### src/rtl/pattern_seq_pkg.sv
// Shared types and default sizing for the LED pattern record/playback controller.
package pattern_seq_pkg;

  typedef enum logic [1:0] {
    EMPTY = 2'd0,
    PLAY  = 2'd1,
    PAUSE = 2'd2
  } seq_state_e;

  localparam int unsigned DEFAULT_STEP_COUNT = 12000000;
  localparam int unsigned DEFAULT_DEPTH      = 8;

endpackage

### src/rtl/step_tick_gen.sv
// Free-running step timer: pulses tick for one cycle at terminal count while enabled,
// holds its value while disabled, and clr returns it to zero with priority.
module step_tick_gen
  import pattern_seq_pkg::*;
#(
  parameter int unsigned COUNT_WIDTH = 24,
  parameter int unsigned STEP_COUNT  = DEFAULT_STEP_COUNT
) (
  input  logic clk,
  input  logic rst,
  input  logic en,
  input  logic clr,
  output logic tick
);

  localparam logic [COUNT_WIDTH-1:0] LAST = COUNT_WIDTH'(STEP_COUNT - 1);

  logic [COUNT_WIDTH-1:0] timer_q;
  logic [COUNT_WIDTH-1:0] timer_d;

  assign tick = en && (timer_q == LAST);

  always_comb begin
    timer_d = timer_q;
    if (clr) begin
      timer_d = '0;
    end else if (en) begin
      timer_d = (timer_q == LAST) ? '0 : timer_q + 1'b1;
    end
  end

  always_ff @(posedge clk or posedge rst) begin
    if (rst) begin
      timer_q <= '0;
    end else begin
      timer_q <= timer_d;
    end
  end

endmodule

### src/rtl/pattern_seq_ctrl.sv
// Record/playback controller: captures button patterns into a small memory and
// loops through them on the LEDs at a fixed step period, with pause and clear.
module pattern_seq_ctrl
  import pattern_seq_pkg::*;
#(
  parameter int unsigned PAT_WIDTH   = 2,
  parameter int unsigned DEPTH       = DEFAULT_DEPTH,
  parameter int unsigned PTR_WIDTH   = 3,
  parameter int unsigned COUNT_WIDTH = 24,
  parameter int unsigned STEP_COUNT  = DEFAULT_STEP_COUNT
) (
  input  logic                 clk,
  input  logic                 rst,
  input  logic                 set_stb,
  input  logic                 play_stb,
  input  logic                 clr_stb,
  input  logic [PAT_WIDTH-1:0] pattern_in,
  output logic [PAT_WIDTH-1:0] leds,
  output logic                 playing,
  output logic                 empty,
  output logic                 full,
  output logic                 wrap,
  output logic                 overflow
);

  localparam logic [PTR_WIDTH:0] DEPTH_CNT = (PTR_WIDTH + 1)'(DEPTH);

  seq_state_e             state_q, state_d;
  logic [PTR_WIDTH:0]     count_q, count_d;
  logic [PTR_WIDTH-1:0]   rd_ptr_q, rd_ptr_d;
  logic [PAT_WIDTH-1:0]   leds_q, leds_d;
  logic [PAT_WIDTH-1:0]   mem_q [DEPTH];

  logic                   wr_en;
  logic                   timer_clr;
  logic                   tick;
  logic [PTR_WIDTH-1:0]   last_idx;
  logic [PTR_WIDTH-1:0]   nxt_ptr;

  step_tick_gen #(
    .COUNT_WIDTH (COUNT_WIDTH),
    .STEP_COUNT  (STEP_COUNT)
  ) u_step_tick (
    .clk  (clk),
    .rst  (rst),
    .en   (state_q == PLAY),
    .clr  (timer_clr),
    .tick (tick)
  );

  assign empty    = (count_q == '0);
  assign full     = (count_q == DEPTH_CNT);
  assign playing  = (state_q == PLAY);
  assign leds     = leds_q;

  // Step advance wraps on the pre-write count, so a same-cycle write joins next loop.
  assign last_idx = PTR_WIDTH'(count_q - 1'b1);
  assign nxt_ptr  = (rd_ptr_q == last_idx) ? '0 : rd_ptr_q + 1'b1;

  always_comb begin
    state_d   = state_q;
    count_d   = count_q;
    rd_ptr_d  = rd_ptr_q;
    leds_d    = leds_q;
    wr_en     = 1'b0;
    timer_clr = 1'b0;
    wrap      = 1'b0;
    overflow  = 1'b0;

    if (clr_stb) begin
      state_d   = EMPTY;
      count_d   = '0;
      rd_ptr_d  = '0;
      leds_d    = '0;
      timer_clr = 1'b1;
    end else begin
      if (tick) begin
        rd_ptr_d = nxt_ptr;
        leds_d   = mem_q[nxt_ptr];
        wrap     = (nxt_ptr == '0);
      end

      if (set_stb) begin
        if (full) begin
          overflow = 1'b1;
        end else begin
          wr_en   = 1'b1;
          count_d = count_q + 1'b1;
          if (state_q == EMPTY) begin
            state_d   = PLAY;
            rd_ptr_d  = '0;
            leds_d    = pattern_in;
            timer_clr = 1'b1;
          end
        end
      end

      if (play_stb) begin
        case (state_q)
          PLAY:    state_d = PAUSE;
          PAUSE:   state_d = PLAY;
          default: ;
        endcase
      end
    end
  end

  always_ff @(posedge clk or posedge rst) begin
    if (rst) begin
      state_q  <= EMPTY;
      count_q  <= '0;
      rd_ptr_q <= '0;
      leds_q   <= '0;
    end else begin
      state_q  <= state_d;
      count_q  <= count_d;
      rd_ptr_q <= rd_ptr_d;
      leds_q   <= leds_d;
    end
  end

  always_ff @(posedge clk) begin
    if (wr_en) begin
      mem_q[count_q[PTR_WIDTH-1:0]] <= pattern_in;
    end
  end

endmodule

### config.mk
export PLATFORM = sky130hd
export DESIGN_NAME = pattern_seq_ctrl
export DESIGN_NICKNAME = d
export VERILOG_FILES = /design/src/rtl/pattern_seq_pkg.sv /design/src/rtl/step_tick_gen.sv /design/src/rtl/pattern_seq_ctrl.sv
export SDC_FILE = /design/constraint.sdc
export NUM_CORES = 1
export LEC_CHECK = 0
export CELL_PAD_IN_SITES_DETAIL_PLACEMENT = 0
export CELL_PAD_IN_SITES_GLOBAL_PLACEMENT = 1
export CORE_ASPECT_RATIO = 0.6
export CORE_UTILIZATION = 42
export DETAILED_ROUTE_END_ITERATION = 10
export PLACE_DENSITY = 0.73
export SYNTH_ARGS = -nofsm -noshare
export SYNTH_HDL_FRONTEND = slang
export SYNTH_SLANG_ARGS = --single-unit
### constraint.sdc
create_clock -name clk -period 3.1 [get_ports clk]
set_clock_uncertainty 0.15 [all_clocks]
set_input_delay 0.93 -clock clk [delete_from_list [all_inputs] [get_ports clk]]
set_output_delay 0.93 -clock clk [all_outputs]
set_load 0.005 [all_outputs]
==> run metrics, run 1 <==
die width 107 um; vias in the first global route 1983; Area Growth Syn to Fin 25.8%; post-synthesis cell type count 44; P per Cell Area 377 nW/um^2; Vias/cell 5.29; pin count of the biggest net entering global routing 36; drt first pass iters 5; WL/cell 15.7 um; clk_lat worst skew 0.32 ns; Final Wtd Congestion 0.824; Core Rows 22; H-tree Lvls 2; fin cells 428; remaining global-route overflow 0; Worst-path clk slew 0.09 ns; CTS Sinks 51; Pleak 1.45 nW; initial detailed-routing violation count 215; Placement Setup Slack -0.455 ns; failing checks setup timing; hold slack 0.400 ns; RSZ-0062 raised after global routing true; Max Cap Viol 0; Slew Viols, Final 0; die height 64.8 um; post-route clock period utilization 114%; share of cells above drive strength 1 20.6%; Nets 358; Power, Total 1.31 mW; Max Clk Rate 0.284 GHz; Post-synth EDFFs 16; Initial Utilization 44.3%; Slew HR 58.6%; Setup-failing EPs final 1; drt drc 0; total nets after synthesis 296; initial antenna violation count 0; Post-Syn Area 2760 sq um; async set-reset flop share out of synthesis 68.6%; via count 2263; most common cell after layout, fill and taps aside buf_4; Top FF cell, synth dfrtp_1; Hold-fix buffers, CTS 0; CTS buffer count 5; outcome finished with violations; Port Buffers 13; Mapped Cells 281; register area share after synthesis 49.2%; Worst Setup Start Kind register; antenna diode count 0; hpwl dp 5140 um; Syn Area/Cell 9.82 sq um; first-pass GRT wire length 10900 um; commonest cells after routing, fill and taps aside 53 x buf_4, 43 x nor2_1, 35 x dfrtp_1; final count of hold timing violations 0; Worst Path Required 2.02 ns; DP Cell Count 415; worst vdd ir 0.255 mV; Slew @ Worst Pin 0.619 ns; Final min period 3.52 ns; YS warnings 0; Die ar. 6910 sq um; Total GRT Usage 21.3%; largest fanout on the critical path 2; post-layout util 55.8%; Longest Clk Path Bufs 2; Worst Path Arrival 2.44 ns; kind of end point of the critical path output pin; critical path class register to output pin; core box area 6220 sq um; Routed WL 6730 um; CTS tree done; I/O pin cnt 14; post-route ant nets 0; Root Driver clkbuf_8; synthesized flop and latch total 51; Hold WC Path Type register to register; final setup margin -0.421 ns
[metrics by stage]
step | instance area [sq um] | setup TNS (ns)
global route | 3470 | -0.463
detailed placement | 3340 | -0.675
global placement | 3340 | -0.679
floorplan | 2780 | -0.0388
CTS | 3440 | -0.503
finish | 3470 | -0.421
[cell usage after synthesis (all sizes together) (3+ instances only)]
master / number / area (sq um)
ha: 8 / 100
nand3b: 4 / 30.0
nor4: 4 / 25.0
edfxtp: 16 / 480
inv: 9 / 33.8
nor4b: 3 / 26.3
dfrtp: 35 / 876
nor2: 43 / 161
or3: 3 / 18.8
xnor2: 12 / 105
nand4: 12 / 75.1
and2: 4 / 25.0
or4: 3 / 22.5
and3: 6 / 37.5
clkbuf: 9 / 33.8
mux2: 4 / 45.0
nand3: 12 / 60.1
buf: 3 / 16.3
a21oi: 13 / 65.1
and4: 3 / 26.3
a31oi: 3 / 18.8
nand2: 27 / 101
xor2: 14 / 123
nor3: 7 / 35.0
[where the power goes]
group | total [mW] | switching, mW | internal, mW
Sequential | 0.709 | 0.00518 | 0.704
Combinational | 0.166 | 0.0919 | 0.0742
Clock | 0.433 | 0.229 | 0.204
Total | 1.31 | 0.326 | 0.983
[final timing paths]
path | startpoint | endpoint | slack (ns) | cells after the start
min in group asynchronous | rst | u_step_tick.timer_q[9] | 0.85 | 3
min reg2reg | u_step_tick.timer_q[6] | u_step_tick.timer_q[6] | 0.40 | 2
max | u_step_tick.timer_q[15] | wrap | -0.42 | 5
min | u_step_tick.timer_q[6] | u_step_tick.timer_q[6] | 0.40 | 2
max in group asynchronous | rst | leds[1] | 1.61 | 3
max reg2reg | u_step_tick.timer_q[15] | rd_ptr_q[0] | 0.37 | 6
[worst max-delay path, stage by stage, from the launching register on]
cell and delay [ns]:
dfrtp_1 0.38, or4_1 0.52, or4b_4 0.50, or4_4 0.45, nor3_4 0.13, buf_2 0.13
[final cells by class]
type                            count  area (sq um)
Multi-Input combinational cell    209          1330
Clock buffer                        8           100
Sequential cell                    51          1360
Inverter                            9          33.8
Tap cell                           84           105
Fill cell                         556          2750
Timing Repair Buffer               67           542
[cells by family after synthesis]
logic type | Yosys count | synth area share [%]
compound gates | 31 | 7.48
simple gates | 138 | 25.6
fa+ha+maj | 8 | 3.63
flops | 51 | 49.2
mux | 5 | 2.00
buf+inv | 21 | 3.04
xor+xnor | 27 | 9.12
[state kept, by name, indices dropped and copies added (netlist names)]
name and count:
count_q 4, leds 2, rd_ptr_q 3, mem_q 16, state_q 2, u_step_tick.timer_q 24
[routing by layer]
layer  track usage (%)  vias to the layer above  part of all wire, %
met2              23.6                       76                   33
met5                 0                        -                    0
li1                  -                     1124                    -
met3              4.53                        7                  7.8
met1              37.6                     1056                   58
met4              5.65                        0                  1.0
[timing repair]
| action | in CTS | in global routing |
|---|---|---|
| setup buffers | 1 | 4 |
| endpoints found under the setup margin | 2 | 2 |
| resized for setup | 5 | 1 |
| pin swaps | 1 | 2 |
Power figures use the tool's default switching activity.
==> run 2, diff against run 1 <==
Settings changed: REMOVE_ABC_BUFFERS set to 1.
==> run 2 against run 1 <==
The flow still finishes with violations (setup timing). Flip-flop and latch count is the same. Register-to-register slack lost 0.03 ns. Sequential share of layout area grew 0.14 points. Core utilization shrank 0.20 points. Fmax shrank 0.91%. Global-route usage grew 1.2 points. Sequential power is essentially flat. Critical path depth is the same. Combinational power is essentially flat. Non-clock buffer count shrank 1.
==> run metrics, run 2 (same netlist as run 1, synthesis figures left out) <==
drt drc 0 (unchanged); Comb pwr share 12.8% (was 12.7%); HP Start u_step_tick.timer_q[20] (was u_step_tick.timer_q[6]); post-route ant nets 0 (unchanged); antenna diode count 0 (unchanged); commonest cells after routing, fill and taps aside 52 x buf_4, 43 x nor2_1, 35 x dfrtp_1 (was 53 x buf_4, 43 x nor2_1, 35 x dfrtp_1); Placed Instance Area 3330 sq um (was 3340 sq um); Core Rows 22 (unchanged); die width 107 um (unchanged); crit path buf inv count 1 (unchanged); Area Growth Syn to Fin 25.4% (was 25.8%); CP cell instances or4_1, or4b_4, or4_4, nor3_4, buf_2 (unchanged); vias in the first global route 2148 (was 1983); core box area 6220 sq um (unchanged); pin count of the biggest net entering global routing 36 (unchanged); worst stage delay on the critical path 0.53 ns (was 0.52 ns); Crit Reg-Reg Startpoint u_step_tick.timer_q[15] (unchanged); reg2reg setup slack 0.34 ns (was 0.37 ns); hpwl dp 5260 um (was 5140 um); Longest Clk Path Bufs 2 (unchanged); Internal 0.956 mW (was 0.983 mW); final count of hold timing violations 0 (unchanged); die height 64.8 um (unchanged); failing checks setup timing (unchanged); Worst Path Arrival 2.47 ns (was 2.44 ns); drt first pass iters 5 (unchanged); I/O pin cnt 14 (unchanged); Pleak 1.44 nW (was 1.45 nW); CTS buffer count 5 (unchanged); post-route clock period utilization 115% (was 114%); clock power share 31.5% (was 33.1%); worst vdd ir 0.205 mV (was 0.255 mV); register share of total power 55.7% (was 54.2%); Final Wtd Congestion 0.786 (was 0.824); Total GRT Usage 22.5% (was 21.3%); WL/cell 16.1 um (was 15.7 um); Nets 357 (was 358); Slew @ Worst Pin 0.629 ns (was 0.619 ns); hold path endpoint u_step_tick.timer_q[20] (was u_step_tick.timer_q[6]); Top reg by flops u_step_tick.timer_q (unchanged); critical path class register to output pin (unchanged); Final min period 3.55 ns (was 3.52 ns); Max Clk Rate 0.281 GHz (was 0.284 GHz); Root Driver clkbuf_8 (unchanged); Worst R2R End rd_ptr_q[0] (unchanged); via count 2259 (was 2263); Vias/cell 5.29 (about the same); Slew Viols, Final 0 (unchanged); sw frac 24.9% (about the same); DP Cell Count 416 (was 415); Max Cap Viol 0 (unchanged); Slew HR 58.0% (was 58.6%); Top delay family on crit path simple AND/OR/NAND/NOR gates (unchanged); worst r2r path cells 6 (unchanged); initial detailed-routing violation count 171 (was 215); most common cell after layout, fill and taps aside buf_4 (unchanged); CTS Sinks 51 (unchanged); Initial Utilization 44.3% (unchanged); Worst-path clk slew 0.09 ns (about the same); largest fanout on the critical path 2 (unchanged); Routed WL 6880 um (was 6730 um); Hold WC Path Type register to register (unchanged); Worst Hold Depth 2 (unchanged); max reg flops 24 (unchanged); Worst Path Required 2.02 ns (about the same); initial antenna violation count 0 (unchanged); first-pass GRT wire length 11600 um (was 10900 um); share of cells above drive strength 1 20.7% (was 20.6%); Die ar. 6910 sq um (unchanged); Port Buffers 13 (unchanged); P per Cell Area 368 nW/um^2 (was 377 nW/um^2); kind of end point of the critical path output pin (unchanged); fin cells 427 (was 428); Net Switching 0.317 mW (was 0.326 mW); Worst Setup Start Kind register (unchanged); Setup-failing EPs final 1 (unchanged); outcome finished with violations (unchanged); RSZ-0062 raised after global routing true (unchanged); CTS tree done (unchanged); Power, Total 1.27 mW (was 1.31 mW); Final Cell Area 3460 sq um (was 3470 sq um); remaining global-route overflow 0 (unchanged); Slowest-stage cell, CP or4b_4 (was or4_1); H-tree Lvls 2 (unchanged); Fill cells 595 (was 556); clk_lat worst skew 0.30 ns (was 0.32 ns); final setup margin -0.454 ns (was -0.421 ns)
-- run 2: metrics by stage --
step | TNS (ns) | setup slack (ns) | hold WS, ns | util [%]
2_1_floorplan | -0.164 | -0.164 | 0.340 | -
4_1_cts | -0.450 | -0.450 | 0.437 | 55.2
3_5_place_dp | -0.752 | -0.610 | 0.417 | 53.6
6_report | -0.454 | -0.454 | 0.430 | 55.6
5_1_grt | -0.523 | -0.523 | 0.474 | 55.6
3_3_place_gp | -0.737 | -0.625 | 0.401 | 53.6
-- run 2: power groups by stage --
stage               registers, mW  logic (mW)  clock network [mW]
CTS                         0.709       0.163               0.406
detailed placement          0.724       0.161                   0
global placement            0.723       0.160                   0
finish                      0.709       0.163               0.401
floorplan                   0.727      0.0734                   0
global route                0.711       0.179               0.443
-- run 2: area by class of cell --
class	instances	area, sq um	area share, %
sequential	51	1360	39.2
multi-input combinational	209	1340	38.7
timing repair buffer	66	533	15.4
tap	84	105	3.04
clock buffer	7	86.3	2.50
inverter	9	33.8	0.977
clock inverter	1	5.00	0.145
-- run 2: what timing repair did --
| action | in CTS | in global routing |
|---|---|---|
| endpoints found under the hold margin | 0 | 0 |
| resized for setup | 10 | 1 |
| setup buffers | 0 | 3 |
| hold buffers | 0 | 0 |
| setup endpoints to repair | 2 | 2 |
| pin swaps | 1 | 0 |
-- run 2: worst min-delay path, stage by stage, from the launching register on --
cell and delay [ns]:
dfrtp_1 0.41, o31ai_1 0.08, a21oi_1 0.06
-- run 2: how the worst max path moves through the flow --
stage	from	to	slack, ns	cells past startpoint
floorplan	u_step_tick.timer_q[15]	wrap	-0.16	4
global placement	u_step_tick.timer_q[15]	wrap	-0.62	5
detailed placement	u_step_tick.timer_q[15]	wrap	-0.61	5
CTS	u_step_tick.timer_q[15]	wrap	-0.45	5
global route	u_step_tick.timer_q[15]	wrap	-0.52	5
finish	u_step_tick.timer_q[15]	wrap	-0.45	5
-- run 2: layer usage --
layer / vias to the layer above / track usage, % / wire length, um
met5: - / 0 / 0
met4: 0 / 5.14 / 55
met3: 7 / 4.43 / 461
met2: 54 / 27.0 / 2410
met1: 1077 / 38.6 / 3960
li1: 1121 / - / -
==> run 3, diff against run 2 <==
Settings changed: SETUP_SLACK_MARGIN set to 0.1.
==> run 3 against run 2 <==
Sequential share of layout area increased by 0.17 points. The flow still finishes with violations (setup timing). Critical endpoint unchanged. Wire length increased by 0.19%. Cell count decreased by 0.47%. Fmax decreased by 0.25%. Die area unchanged. Non-clock buffer count decreased by 2.
==> run metrics, run 3 (same netlist as run 1, synthesis figures left out) <==
Final Wtd Congestion 0.786 (unchanged); Final min period 3.56 ns (was 3.55 ns); HP Start u_step_tick.timer_q[20] (unchanged); final setup margin -0.462 ns (was -0.454 ns); Final Cell Area 3440 sq um (was 3460 sq um); Placed Instance Area 3330 sq um (unchanged); Worst Path Required 2.02 ns (about the same); RSZ-0062 raised after global routing true (unchanged); I/O pin cnt 14 (unchanged); Multi-input gate area 1340 sq um (unchanged); die width 107 um (unchanged); vias in the first global route 2159 (was 2148); commonest cells after routing, fill and taps aside 50 x buf_4, 43 x nor2_1, 35 x dfrtp_1 (was 52 x buf_4, 43 x nor2_1, 35 x dfrtp_1); worst vdd ir 0.203 mV (was 0.205 mV); clk_lat worst skew 0.31 ns (was 0.30 ns); DP Cell Count 416 (unchanged); critical path class register to output pin (unchanged); CTS Sinks 51 (unchanged); via count 2306 (was 2259); hold path endpoint u_step_tick.timer_q[20] (unchanged); largest fanout on the critical path 2 (unchanged); Max Cap Viol 0 (unchanged); drt drc 0 (unchanged); P per Cell Area 370 nW/um^2 (was 368 nW/um^2); Power, Total 1.27 mW (about the same); Pleak 1.44 nW (about the same); Slew @ Worst Pin 0.632 ns (was 0.629 ns); Initial Utilization 44.3% (unchanged); Slew HR 57.8% (was 58.0%); outcome finished with violations (unchanged); H-tree Lvls 2 (unchanged); Worst Hold Depth 2 (unchanged); Setup-failing EPs final 1 (unchanged); final count of hold timing violations 0 (unchanged); Placement Setup Slack -0.610 ns (unchanged); kind of end point of the critical path output pin (unchanged); Vias/cell 5.43 (was 5.29); Routed WL 6900 um (was 6880 um); Hold WC Path Type register to register (unchanged); Fill cells 599 (was 595); Worst R2R End rd_ptr_q[0] (unchanged); WL/cell 16.2 um (was 16.1 um); Max Clk Rate 0.281 GHz (about the same); Die ar. 6910 sq um (unchanged); post-route clock period utilization 115% (about the same); drt first pass iters 5 (unchanged); initial detailed-routing violation count 183 (was 171); Longest Clk Path Bufs 2 (unchanged); most common cell after layout, fill and taps aside buf_4 (unchanged); Worst Path Arrival 2.48 ns (was 2.47 ns); antenna diode count 0 (unchanged); Worst Setup Start Kind register (unchanged); initial antenna violation count 0 (unchanged); Core Rows 22 (unchanged); Worst-path clk slew 0.09 ns (about the same); hpwl dp 5260 um (unchanged); Top reg by flops u_step_tick.timer_q (unchanged); post-route ant nets 0 (unchanged); reg2reg setup slack 0.34 ns (about the same); Port Buffers 13 (unchanged); Slew Viols, Final 0 (unchanged); Root Driver clkbuf_8 (unchanged); Crit Reg-Reg Startpoint u_step_tick.timer_q[15] (unchanged); first-pass GRT wire length 11600 um (about the same); worst r2r path cells 6 (unchanged); remaining global-route overflow 0 (unchanged); Hold-fix buffers, CTS 0 (unchanged); core box area 6220 sq um (unchanged); failing checks setup timing (unchanged); Total GRT Usage 22.5% (about the same); Reg area 1360 sq um (unchanged); Nets 355 (was 357); CTS buffer count 5 (unchanged); pin count of the biggest net entering global routing 36 (unchanged); share of cells above drive strength 1 20.2% (was 20.7%); max reg flops 24 (unchanged); fin cells 425 (was 427); CTS tree done (unchanged); die height 64.8 um (unchanged); Area Growth Syn to Fin 24.8% (was 25.4%)
run 3: cell type report:
cell class	instances	area share [%]
inverter	9	0.981
multi-input combinational	209	38.9
clock buffer	7	2.51
tap	84	3.05
sequential	51	39.4
timing repair buffer	64	15.0
clock inverter	1	0.145
run 3: critical path, cell delays in order, from the launching register on:
cell	delay, ns
dfrtp_1	0.39
or4_1	0.53
or4b_4	0.53
or4_4	0.45
nor3_4	0.14
buf_2	0.14
run 3: repair_timing:
item                       4_1_cts  5_1_grt
setup buffers                    1        0
hold endpoints to repair         0        0
gates resized for setup         11        0
pin swaps                        1        0
setup endpoints to repair        3        1
run 3: worst max-delay path by stage:
stage | start | endpoint | cells past startpoint | slack, ns
floorplan | u_step_tick.timer_q[15] | wrap | 4 | -0.16
global placement | u_step_tick.timer_q[15] | wrap | 5 | -0.62
detailed placement | u_step_tick.timer_q[15] | wrap | 5 | -0.61
CTS | u_step_tick.timer_q[15] | wrap | 5 | -0.45
global route | u_step_tick.timer_q[15] | wrap | 5 | -0.52
finish | u_step_tick.timer_q[15] | wrap | 5 | -0.46
run 3: power by group:
group          switching [mW]  internal [mW]
clock network           0.222          0.181
registers             0.00492          0.704
logic                  0.0914         0.0709
total                   0.318          0.956
run 3: metal layers:
metal | global-route usage (%) | wire length [um] | vias up
li1 | - | - | 1120
met2 | 27.3 | 2440 | 95
met5 | 0 | 0 | -
met1 | 38.5 | 3830 | 1086
met3 | 4.43 | 589 | 5
met4 | 5.14 | 46 | 0
run 3: stage by stage:
| stage | utilization (%) | hold slack (ns) | TNS [ns] |
|---|---|---|---|
| 2_1_floorplan | - | 0.340 | -0.164 |
| 6_report | 55.4 | 0.430 | -0.462 |
| 4_1_cts | 55.4 | 0.437 | -0.450 |
| 5_1_grt | 55.4 | 0.474 | -0.523 |
| 3_5_place_dp | 53.6 | 0.417 | -0.752 |
| 3_3_place_gp | 53.6 | 0.401 | -0.737 |
